--- src/rtl/tetris_input_ctrl.sv ---
// Player-input front end: joystick direction FSM with hysteresis and DAS/ARR repeat,
// debounced pushbuttons with press pulses, and an all-buttons-held combo detector.

module tetris_btn_lane #(
    parameter int DEBOUNCE_CYCLES = 500000
) (
    input  logic clk,
    input  logic reset,
    input  logic i_raw,
    output logic o_level,
    output logic o_press
);
    localparam int DW = $clog2(DEBOUNCE_CYCLES + 1);

    logic          r_s1, r_s2;
    logic [DW-1:0] r_cnt;
    logic          r_level, r_press;

    always_ff @(posedge clk or posedge reset) begin
        if (reset) begin
            r_s1    <= 1'b0;
            r_s2    <= 1'b0;
            r_cnt   <= '0;
            r_level <= 1'b0;
            r_press <= 1'b0;
        end else begin
            r_s1 <= i_raw;
            r_s2 <= r_s1;
            if (r_s2 != r_level) begin
                if (r_cnt == DW'(DEBOUNCE_CYCLES - 1)) begin
                    r_level <= r_s2;
                    r_press <= r_s2;
                    r_cnt   <= '0;
                end else begin
                    r_cnt   <= r_cnt + DW'(1);
                    r_press <= 1'b0;
                end
            end else begin
                r_cnt   <= '0;
                r_press <= 1'b0;
            end
        end
    end

    assign o_level = r_level;
    assign o_press = r_press;
endmodule

module tetris_input_ctrl #(
    parameter int ADC_W           = 12,
    parameter int NUM_BTN         = 2,
    parameter int LEFT_THRESH     = 1550,
    parameter int RIGHT_THRESH    = 1750,
    parameter int HYST            = 50,
    parameter int DEBOUNCE_CYCLES = 500000,
    parameter int DAS_DELAY       = 8000000,
    parameter int ARR_PERIOD      = 2500000,
    parameter int COMBO_CYCLES    = 50000000
) (
    input  logic               clk,
    input  logic               reset,
    input  logic               enable,
    input  logic [ADC_W-1:0]   adc_value,
    input  logic [NUM_BTN-1:0] btn_raw,
    output logic               move_left,
    output logic               move_right,
    output logic               dir_left,
    output logic               dir_right,
    output logic [NUM_BTN-1:0] btn_level,
    output logic [NUM_BTN-1:0] btn_press,
    output logic               combo_hold
);
    localparam int REP_MAX = (DAS_DELAY > ARR_PERIOD) ? DAS_DELAY : ARR_PERIOD;
    localparam int RW      = $clog2(REP_MAX + 1);
    localparam int CW      = $clog2(COMBO_CYCLES + 1);

    localparam logic [ADC_W-1:0] L_TH  = ADC_W'(LEFT_THRESH);
    localparam logic [ADC_W-1:0] R_TH  = ADC_W'(RIGHT_THRESH);
    localparam logic [ADC_W-1:0] L_REL = ADC_W'(LEFT_THRESH + HYST);
    localparam logic [ADC_W-1:0] R_REL = ADC_W'(RIGHT_THRESH - HYST);

    typedef enum logic [1:0] {ST_CENTER, ST_LEFT, ST_RIGHT} state_t;

    state_t           r_state, w_state_nxt;
    logic [ADC_W-1:0] r_adc_q;
    logic             r_adc_vld;
    logic [RW-1:0]    r_rep, w_rep_nxt;
    logic             r_das_done, w_das_nxt;
    logic             r_ml, r_mr, w_ml_nxt, w_mr_nxt;
    logic             r_dir_l, r_dir_r;
    logic             w_hit;

    // r_adc_vld keeps the post-reset zero in adc_q from looking like a hard-left deflection.
    always_ff @(posedge clk or posedge reset) begin
        if (reset) begin
            r_adc_q    <= '0;
            r_adc_vld  <= 1'b0;
            r_state    <= ST_CENTER;
            r_rep      <= '0;
            r_das_done <= 1'b0;
            r_ml       <= 1'b0;
            r_mr       <= 1'b0;
            r_dir_l    <= 1'b0;
            r_dir_r    <= 1'b0;
        end else begin
            r_adc_q    <= adc_value;
            r_adc_vld  <= 1'b1;
            r_state    <= w_state_nxt;
            r_rep      <= w_rep_nxt;
            r_das_done <= w_das_nxt;
            r_ml       <= w_ml_nxt;
            r_mr       <= w_mr_nxt;
            r_dir_l    <= (w_state_nxt == ST_LEFT);
            r_dir_r    <= (w_state_nxt == ST_RIGHT);
        end
    end

    always_comb begin
        w_state_nxt = r_state;
        if (!enable || !r_adc_vld) begin
            w_state_nxt = ST_CENTER;
        end else begin
            case (r_state)
                ST_CENTER: begin
                    if (r_adc_q < L_TH)       w_state_nxt = ST_LEFT;
                    else if (r_adc_q > R_TH)  w_state_nxt = ST_RIGHT;
                end
                ST_LEFT: begin
                    if (r_adc_q > R_TH)        w_state_nxt = ST_RIGHT;
                    else if (r_adc_q >= L_REL) w_state_nxt = ST_CENTER;
                end
                ST_RIGHT: begin
                    if (r_adc_q < L_TH)        w_state_nxt = ST_LEFT;
                    else if (r_adc_q <= R_REL) w_state_nxt = ST_CENTER;
                end
                default: w_state_nxt = ST_CENTER;
            endcase
        end
    end

    // Repeat counter runs to DAS once, then cycles on ARR; it resets at each pulse so never wraps.
    assign w_hit = r_das_done ? (r_rep == RW'(ARR_PERIOD - 1)) : (r_rep == RW'(DAS_DELAY - 1));

    always_comb begin
        w_ml_nxt  = 1'b0;
        w_mr_nxt  = 1'b0;
        w_rep_nxt = '0;
        w_das_nxt = 1'b0;
        if (w_state_nxt != ST_CENTER) begin
            if (w_state_nxt != r_state) begin
                w_ml_nxt = (w_state_nxt == ST_LEFT);
                w_mr_nxt = (w_state_nxt == ST_RIGHT);
            end else if (w_hit) begin
                w_ml_nxt  = (w_state_nxt == ST_LEFT);
                w_mr_nxt  = (w_state_nxt == ST_RIGHT);
                w_das_nxt = 1'b1;
            end else begin
                w_rep_nxt = r_rep + RW'(1);
                w_das_nxt = r_das_done;
            end
        end
    end

    assign move_left  = r_ml;
    assign move_right = r_mr;
    assign dir_left   = r_dir_l;
    assign dir_right  = r_dir_r;

    for (genvar gi = 0; gi < NUM_BTN; gi++) begin : gen_btn
        tetris_btn_lane #(
            .DEBOUNCE_CYCLES(DEBOUNCE_CYCLES)
        ) u_lane (
            .clk    (clk),
            .reset  (reset),
            .i_raw  (btn_raw[gi]),
            .o_level(btn_level[gi]),
            .o_press(btn_press[gi])
        );
    end

    logic [CW-1:0] r_ccnt;
    logic          r_combo;
    logic          w_all;

    assign w_all = &btn_level;

    always_ff @(posedge clk or posedge reset) begin
        if (reset) begin
            r_ccnt  <= '0;
            r_combo <= 1'b0;
        end else if (w_all) begin
            if (r_ccnt != CW'(COMBO_CYCLES)) r_ccnt <= r_ccnt + CW'(1);
            if (r_ccnt == CW'(COMBO_CYCLES - 1)) r_combo <= 1'b1;
        end else begin
            r_ccnt  <= '0;
            r_combo <= 1'b0;
        end
    end

    assign combo_hold = r_combo;
endmodule

--- config.mk ---
export PLATFORM = sky130hd
export DESIGN_NAME = tetris_input_ctrl
export DESIGN_NICKNAME = d
export VERILOG_FILES = /design/src/rtl/tetris_input_ctrl.sv
export SDC_FILE = /design/constraint.sdc
export NUM_CORES = 1
export LEC_CHECK = 0
export CAP_MARGIN = 20
export CORE_ASPECT_RATIO = 1.5
export CORE_MARGIN = 2
export CORE_UTILIZATION = 53
export DETAILED_ROUTE_END_ITERATION = 10
export GPL_TIMING_DRIVEN = 0
export MAX_ROUTING_LAYER = met4
export PLACE_DENSITY = 0.81
export SLEW_MARGIN = 20
export SYNTH_ARGS = -nofsm -noshare
export SYNTH_HDL_FRONTEND = slang
export SYNTH_SLANG_ARGS = --single-unit
--- constraint.sdc ---
create_clock -name clk -period 5.35 [get_ports clk]
set_input_delay 1.07 -clock clk [delete_from_list [all_inputs] [get_ports clk]]
set_output_delay 1.07 -clock clk [all_outputs]
set_load 0.02 [all_outputs]
Word-level counts from Yosys, hierarchy flattened
Cells that the tools add are included.
Storage, ports and cells
  register bits: 116
  output and inout port bits: 9
  input bits: 17
Operators by class
  add/sub/neg operators: 4
  muxes and demuxes: 33
  $lt $le $gt $ge: 4
  reduce and logical (&&, ||, !) cells: 8
  equality and inequality tests: 16
Operator list (number)
  19-bit two-way mux: 4
  23-bit two-way mux: 3
  26-bit two-way mux: 2
  19-bit by 1-bit adder with 19-bit output (second input constant): 2
  19-bit equality test (second input constant): 2
  26-bit by 1-bit adder with 26-bit output (second input constant): 1
  26-bit equality test (second input constant): 1
  26-bit != test (second input constant): 1
  23-bit by 1-bit adder with 23-bit output (second input constant): 1
  23-bit by 22-bit equality test with 1-bit output (second input constant): 1
  23-bit equality test (second input constant): 1
  1-bit two-way mux: 16
  2-bit two-way mux: 7
  12-bit by 11-bit >= comparator with 1-bit output (second input constant): 1
  12-bit by 11-bit greater-than comparator with 1-bit output (second input constant): 1
  12-bit by 11-bit <= comparator with 1-bit output (second input constant): 1
  12-bit by 11-bit less-than comparator with 1-bit output (second input constant): 1
  2-bit case mux with 3 select lines: 1
  2-bit AND reduction: 3
  2-bit by 1-bit equality test with 1-bit output (second input constant): 2
  2-bit equality test (second input constant): 2
  2-bit by 1-bit != test with 1-bit output (second input constant): 2
  3-bit by 2-bit != test with 1-bit output (second input constant): 1
  1-bit zero test: 2
  5 further kinds: 6

Logic depth before layout (Yosys ltp)
  depth in word-level cells: 9
  depth in mapped cells: 9
  gate-level depth less buffers: 7

Cells and area by module
A second synthesis with hierarchy kept.
Unflattened totals
  cells, all modules: 542
  area total of the unflattened synthesis: 5693.0 um^2
By module, submodules not included
  tetris_input_ctrl: area an instance 3385.7 um^2, cells an instance 326, instances 1
  tetris_btn_lane: area an instance 1153.6 um^2, cells an instance 108, instances 2

Worst setup path before layout
No wires, ideal clock.
  kind: input to register
  from: input port enable
  to: register r_rep[10]
  stages: 6
  data arrival time: 2.146 ns
  slack: 3.123 ns
  path through: and3_1 -> o21ai_1 -> o41ai_2 -> nand2_4 -> buf_12 -> nor3_2
Between the ends
  longest elaborated chain between the ends: 6
  elaborated cells between the ends (all ways): 7
Ends and longest elaborated chain
  start, declared: RTL line 62  | input logic enable,
  1-bit zero test *: RTL line 120  | if (!enable || !r_adc_vld) begin
  1-bit logical OR *: RTL line 120
  2-bit two-way mux *: RTL line 120
  2-bit != test: RTL line 150  | if (w_state_nxt != r_state) begin
  23-bit two-way mux: RTL line 150
  23-bit two-way mux *: RTL line 149  | if (w_state_nxt != ST_CENTER) begin
  named net w_rep_nxt[10]: RTL line 87  | logic [RW-1:0] r_rep, w_rep_nxt;
  end signal, assigned: RTL line 109  | r_rep <= w_rep_nxt;
  end, declared: RTL line 87
The timed path passes the listed nets; every way through them passes the cells marked *.
A chain may end at the register's enable or synchronous reset.

Worst setup path after layout
  from: register gen_btn[0].u_lane.r_level
  to: output port btn_level[0]
RTL lines
  start, declared: RTL line 17  | logic r_level, r_press;
  start signal, assigned: RTL line 31  | r_level <= r_s2;
  end, declared: RTL line 69  | output logic [NUM_BTN-1:0] btn_level,
No word-level cell between the ends.

==> key figures <==
Placement
  • Placement Setup Slack: 2430 ps
  • DP HPWL: 7430 um
  • Gpl congestion: 0.836
  • Count of port buffers added during placement: 25

Logic synthesis
  • Dominant cells by area after synthesis: sky130_fd_sc_hd__dfrtp_1, sky130_fd_sc_hd__xor2_1, sky130_fd_sc_hd__nor2_1
  • Top_reg_cell synth: sky130_fd_sc_hd__dfrtp_1
  • Post-synth top area cell: sky130_fd_sc_hd__dfrtp_1
  • Count of yosys warnings during synthesis: 0
  • Total of flip-flops plus latches after synthesis: 116
  • Syn Std Cell Area: 5640 um2
  • Syn Inst Count: 531
  • Number of distinct library cell variants in the gate-level netlist after synthesis: 59
  • Ys async rst share: 100%
  • Post-synthesis compound-gate area fraction: 4.50%
  • Top cell type's share of synthesized area: 51.5%
  • Syn avg cell area: 10.6 um2
  • Synthesized-area fraction occupied by and/or/nand/nor cells: 27.6%
  • Post-synth EDFFs: 0
  • Xor-xnor portion of the synthesized cell area: 11.5%
  • Sequential area share after synthesis: 51.5%
  • Multiplexer fraction of the synthesized cell area: 0.776%
  • Adder-cell area share of the yosys netlist: 1.11%
  • Largest family of logic cells by synthesized area: simple AND/OR/NAND/NOR gates
  • Synthesized net count: 553

Floorplanning
  • Die Span Y: 130 um
  • Starting density of the core: 53.8%
  • Width of the die: 88.2 um
  • Cell row count: 46
  • Number of top-level design ports: 26
  • Core region area: 10500 um2
  • Die Footprint: 11500 um2

CTS
  • Clock tree from TritonCTS: built
  • Number of gates resized after cts: 0
  • Maximum buffer depth of the clock tree: 2
  • Clock Root Buffer: sky130_fd_sc_hd__clkbuf_16
  • H-tree level count: 4
  • Total clock buffers created by CTS: 17
  • CTS sink cnt: 116
  • Clock network latency to the later pin of the worst-skew pair: 410 ps
  • # Post-CTS Setup Buffers: 0
  • Hold-fix buffers at CTS: 0
  • Post-CTS clock slew at the launch and capture registers of the worst setup and hold paths: 50 ps

Power and ir drop
  • Total design power: 2210 uW
  • Power density over the cells: 327 nW/um2
  • Maximum ir drop on the vdd rail: 239 uV
  • Total leakage power: 0.00275 uW

Worst setup path
  • Startpoint Class: flop
  • CP endpoint kind: output pin
  • Top cell family by delay on the critical path: buffers and inverters
  • Category of the critical setup timing path: reg -> out
  • Chain of cells forming the critical path: buf_4, clkdlybuf4s50_1
  • Crit path max-delay cell type: sky130_fd_sc_hd__clkdlybuf4s50_1
  • Required @ worst endpoint: 4280 ps
  • Number of buffer and inverter stages on the critical path: 2
  • Arrival time at the worst endpoint: 1580 ps
  • Top fanout value on the critical path: 5
  • Stage delay of the slowest cell on the critical path: 610 ps

Route
  • Remaining design rule violation count: 0
  • DRT antenna net count: 0
  • Vias after detailed routing: 4074
  • Post-DR wirelength/cell: 15.5 um
  • Average vias per placed instance: 5.56
  • Starting DRC count in detailed routing: 170
  • Pre-antenna DRT Iters: 4
  • Routed Wire Length: 11300 um

STA
  • Sum of negative setup slack: 0 ps
  • Max-slew violation count: 0
  • Unrepaired setup endpoints after global routing: false
  • Setup Skew: 4.27 ps
  • Final WS setup: 2700 ps
  • Actual transition at the worst max-transition pin: 650 ps
  • Final hold viol count: 0
  • Crit path time final: 2650 ps
  • Worst rel slew slack: 56.3%
  • Period utilization: 49.5%
  • Max Clk Rate: 0.378 GHz
  • Count of endpoints failing setup in the final report: 0

Final layout
  • Filler Cells Inserted: 815
  • Most frequent cells in the layout: sky130_fd_sc_hd__dfrtp_1, sky130_fd_sc_hd__nor2_1, sky130_fd_sc_hd__xor2_1
  • Fin nets: 598
  • Most common library cell in the layout ignoring fill and taps: sky130_fd_sc_hd__dfrtp_1
  • Area delta synth->final: 19.6%
  • Diodes inserted: 0
  • Share of final-layout standard cells stronger than drive strength 1: 14.4%

Global route
  • First-pass GRT wire length: 19500 um
  • All-Layer GR Usage: 22.6%
  • Antenna violations before repair: 0
  • Pin count of the biggest net entering global routing: 70
  • Vias in the first global route: 4208
  • Total gr overflow: 0

Worst hold path
  • Type of the worst min-delay path: reg -> reg

Job
  • Max-capacitance violation count: 0

Outcome
  • Status: completed
[kinds of logic after synthesis]
family,count (synthesis)
AND/OR/NAND/NOR,268
other,1
AO/OA/AOI/OAI,36
flip-flops,116
multiplexers,4
XOR/XNOR,74
adder cells (fa/ha/maj),5
buffers and inverters,27
[stage by stage]
step | instances | hold slack, ps | utilization (%) | area, um2
2_1_floorplan | 531 | 331 | - | 5640
3_3_place_gp | 700 | 334 | 58.0 | 6070
3_5_place_dp | 701 | 336 | 58.3 | 6100
4_1_cts | 733 | 348 | 64.4 | 6750
5_1_grt | 733 | 352 | 64.4 | 6750
6_report | 733 | 348 | 64.4 | 6750
[registers in the layout (all words and copies together) (netlist names), 2 cells and up]
| name | flops |
|---|---|
| gen_btn.u_lane.o_level | 2 |
| r_rep | 23 |
| r_ccnt | 26 |
| gen_btn.u_lane.o_press | 2 |
| gen_btn.u_lane.r_s1 | 2 |
| gen_btn.u_lane.r_s2 | 2 |
| gen_btn.u_lane.r_cnt | 38 |
| r_state | 2 |
| r_adc_q | 12 |
[path summary, 6_finish.rpt]
kind | start | endpoint | slack [ps] | cells past startpoint
max | gen_btn[0].u_lane.o_level | btn_level[0] | 2700 | 2
min | gen_btn[0].u_lane.r_s1 | gen_btn[0].u_lane.r_s2 | 350 | 0
max reg2reg | gen_btn[0].u_lane.r_cnt[0] | gen_btn[0].u_lane.r_cnt[5] | 3150 | 9
min reg2reg | gen_btn[0].u_lane.r_s1 | gen_btn[0].u_lane.r_s2 | 350 | 0
max in group asynchronous | reset | r_rep[0] | 3590 | 3
min in group asynchronous | reset | gen_btn[0].u_lane.o_press | 1070 | 2
[cell usage after synthesis (all sizes together) (3+ instances only)]
master,count
nor3,32
dfrtp,116
nor4,5
nand2,34
nor4b,7
o21ai,11
nor2b,3
inv,12
ha,5
buf,12
nand3,34
mux2,3
a21oi,10
clkbuf,3
nand4,20
nor2,80
or3,10
o41ai,3
and4,8
xor2,41
and3,13
nor4bb,3
or2,4
xnor2,33
and2,5
[per-layer routing]
metal | part of all wire, % | vias to the layer above | track usage, %
met5 | 0 | - | -
met1 | 40 | 2024 | 25.3
li1 | - | 1937 | -
met4 | 2.1 | 0 | 10.7
met3 | 3.3 | 28 | 5.76
met2 | 54 | 85 | 37.5
[cell type report]
class	instances	area, um2	area share [%]
inverter	12	50.0	0.742
clock inverter	12	178	2.63
tap	144	180	2.67
clock buffer	20	467	6.92
timing repair buffer	26	278	4.12
multi-input combinational	388	2570	38.1
buffer	15	124	1.84
sequential	116	2900	43.0
[where the power goes]
| group | total [uW] | internal [uW] | switching, uW |
|---|---|---|---|
| Sequential | 904 | 891 | 13.1 |
| Clock | 1210 | 815 | 398 |
| Combinational | 88.0 | 35.4 | 52.6 |
| Total | 2210 | 1740 | 464 |
Note: power is estimated with default switching activity, not from simulation.
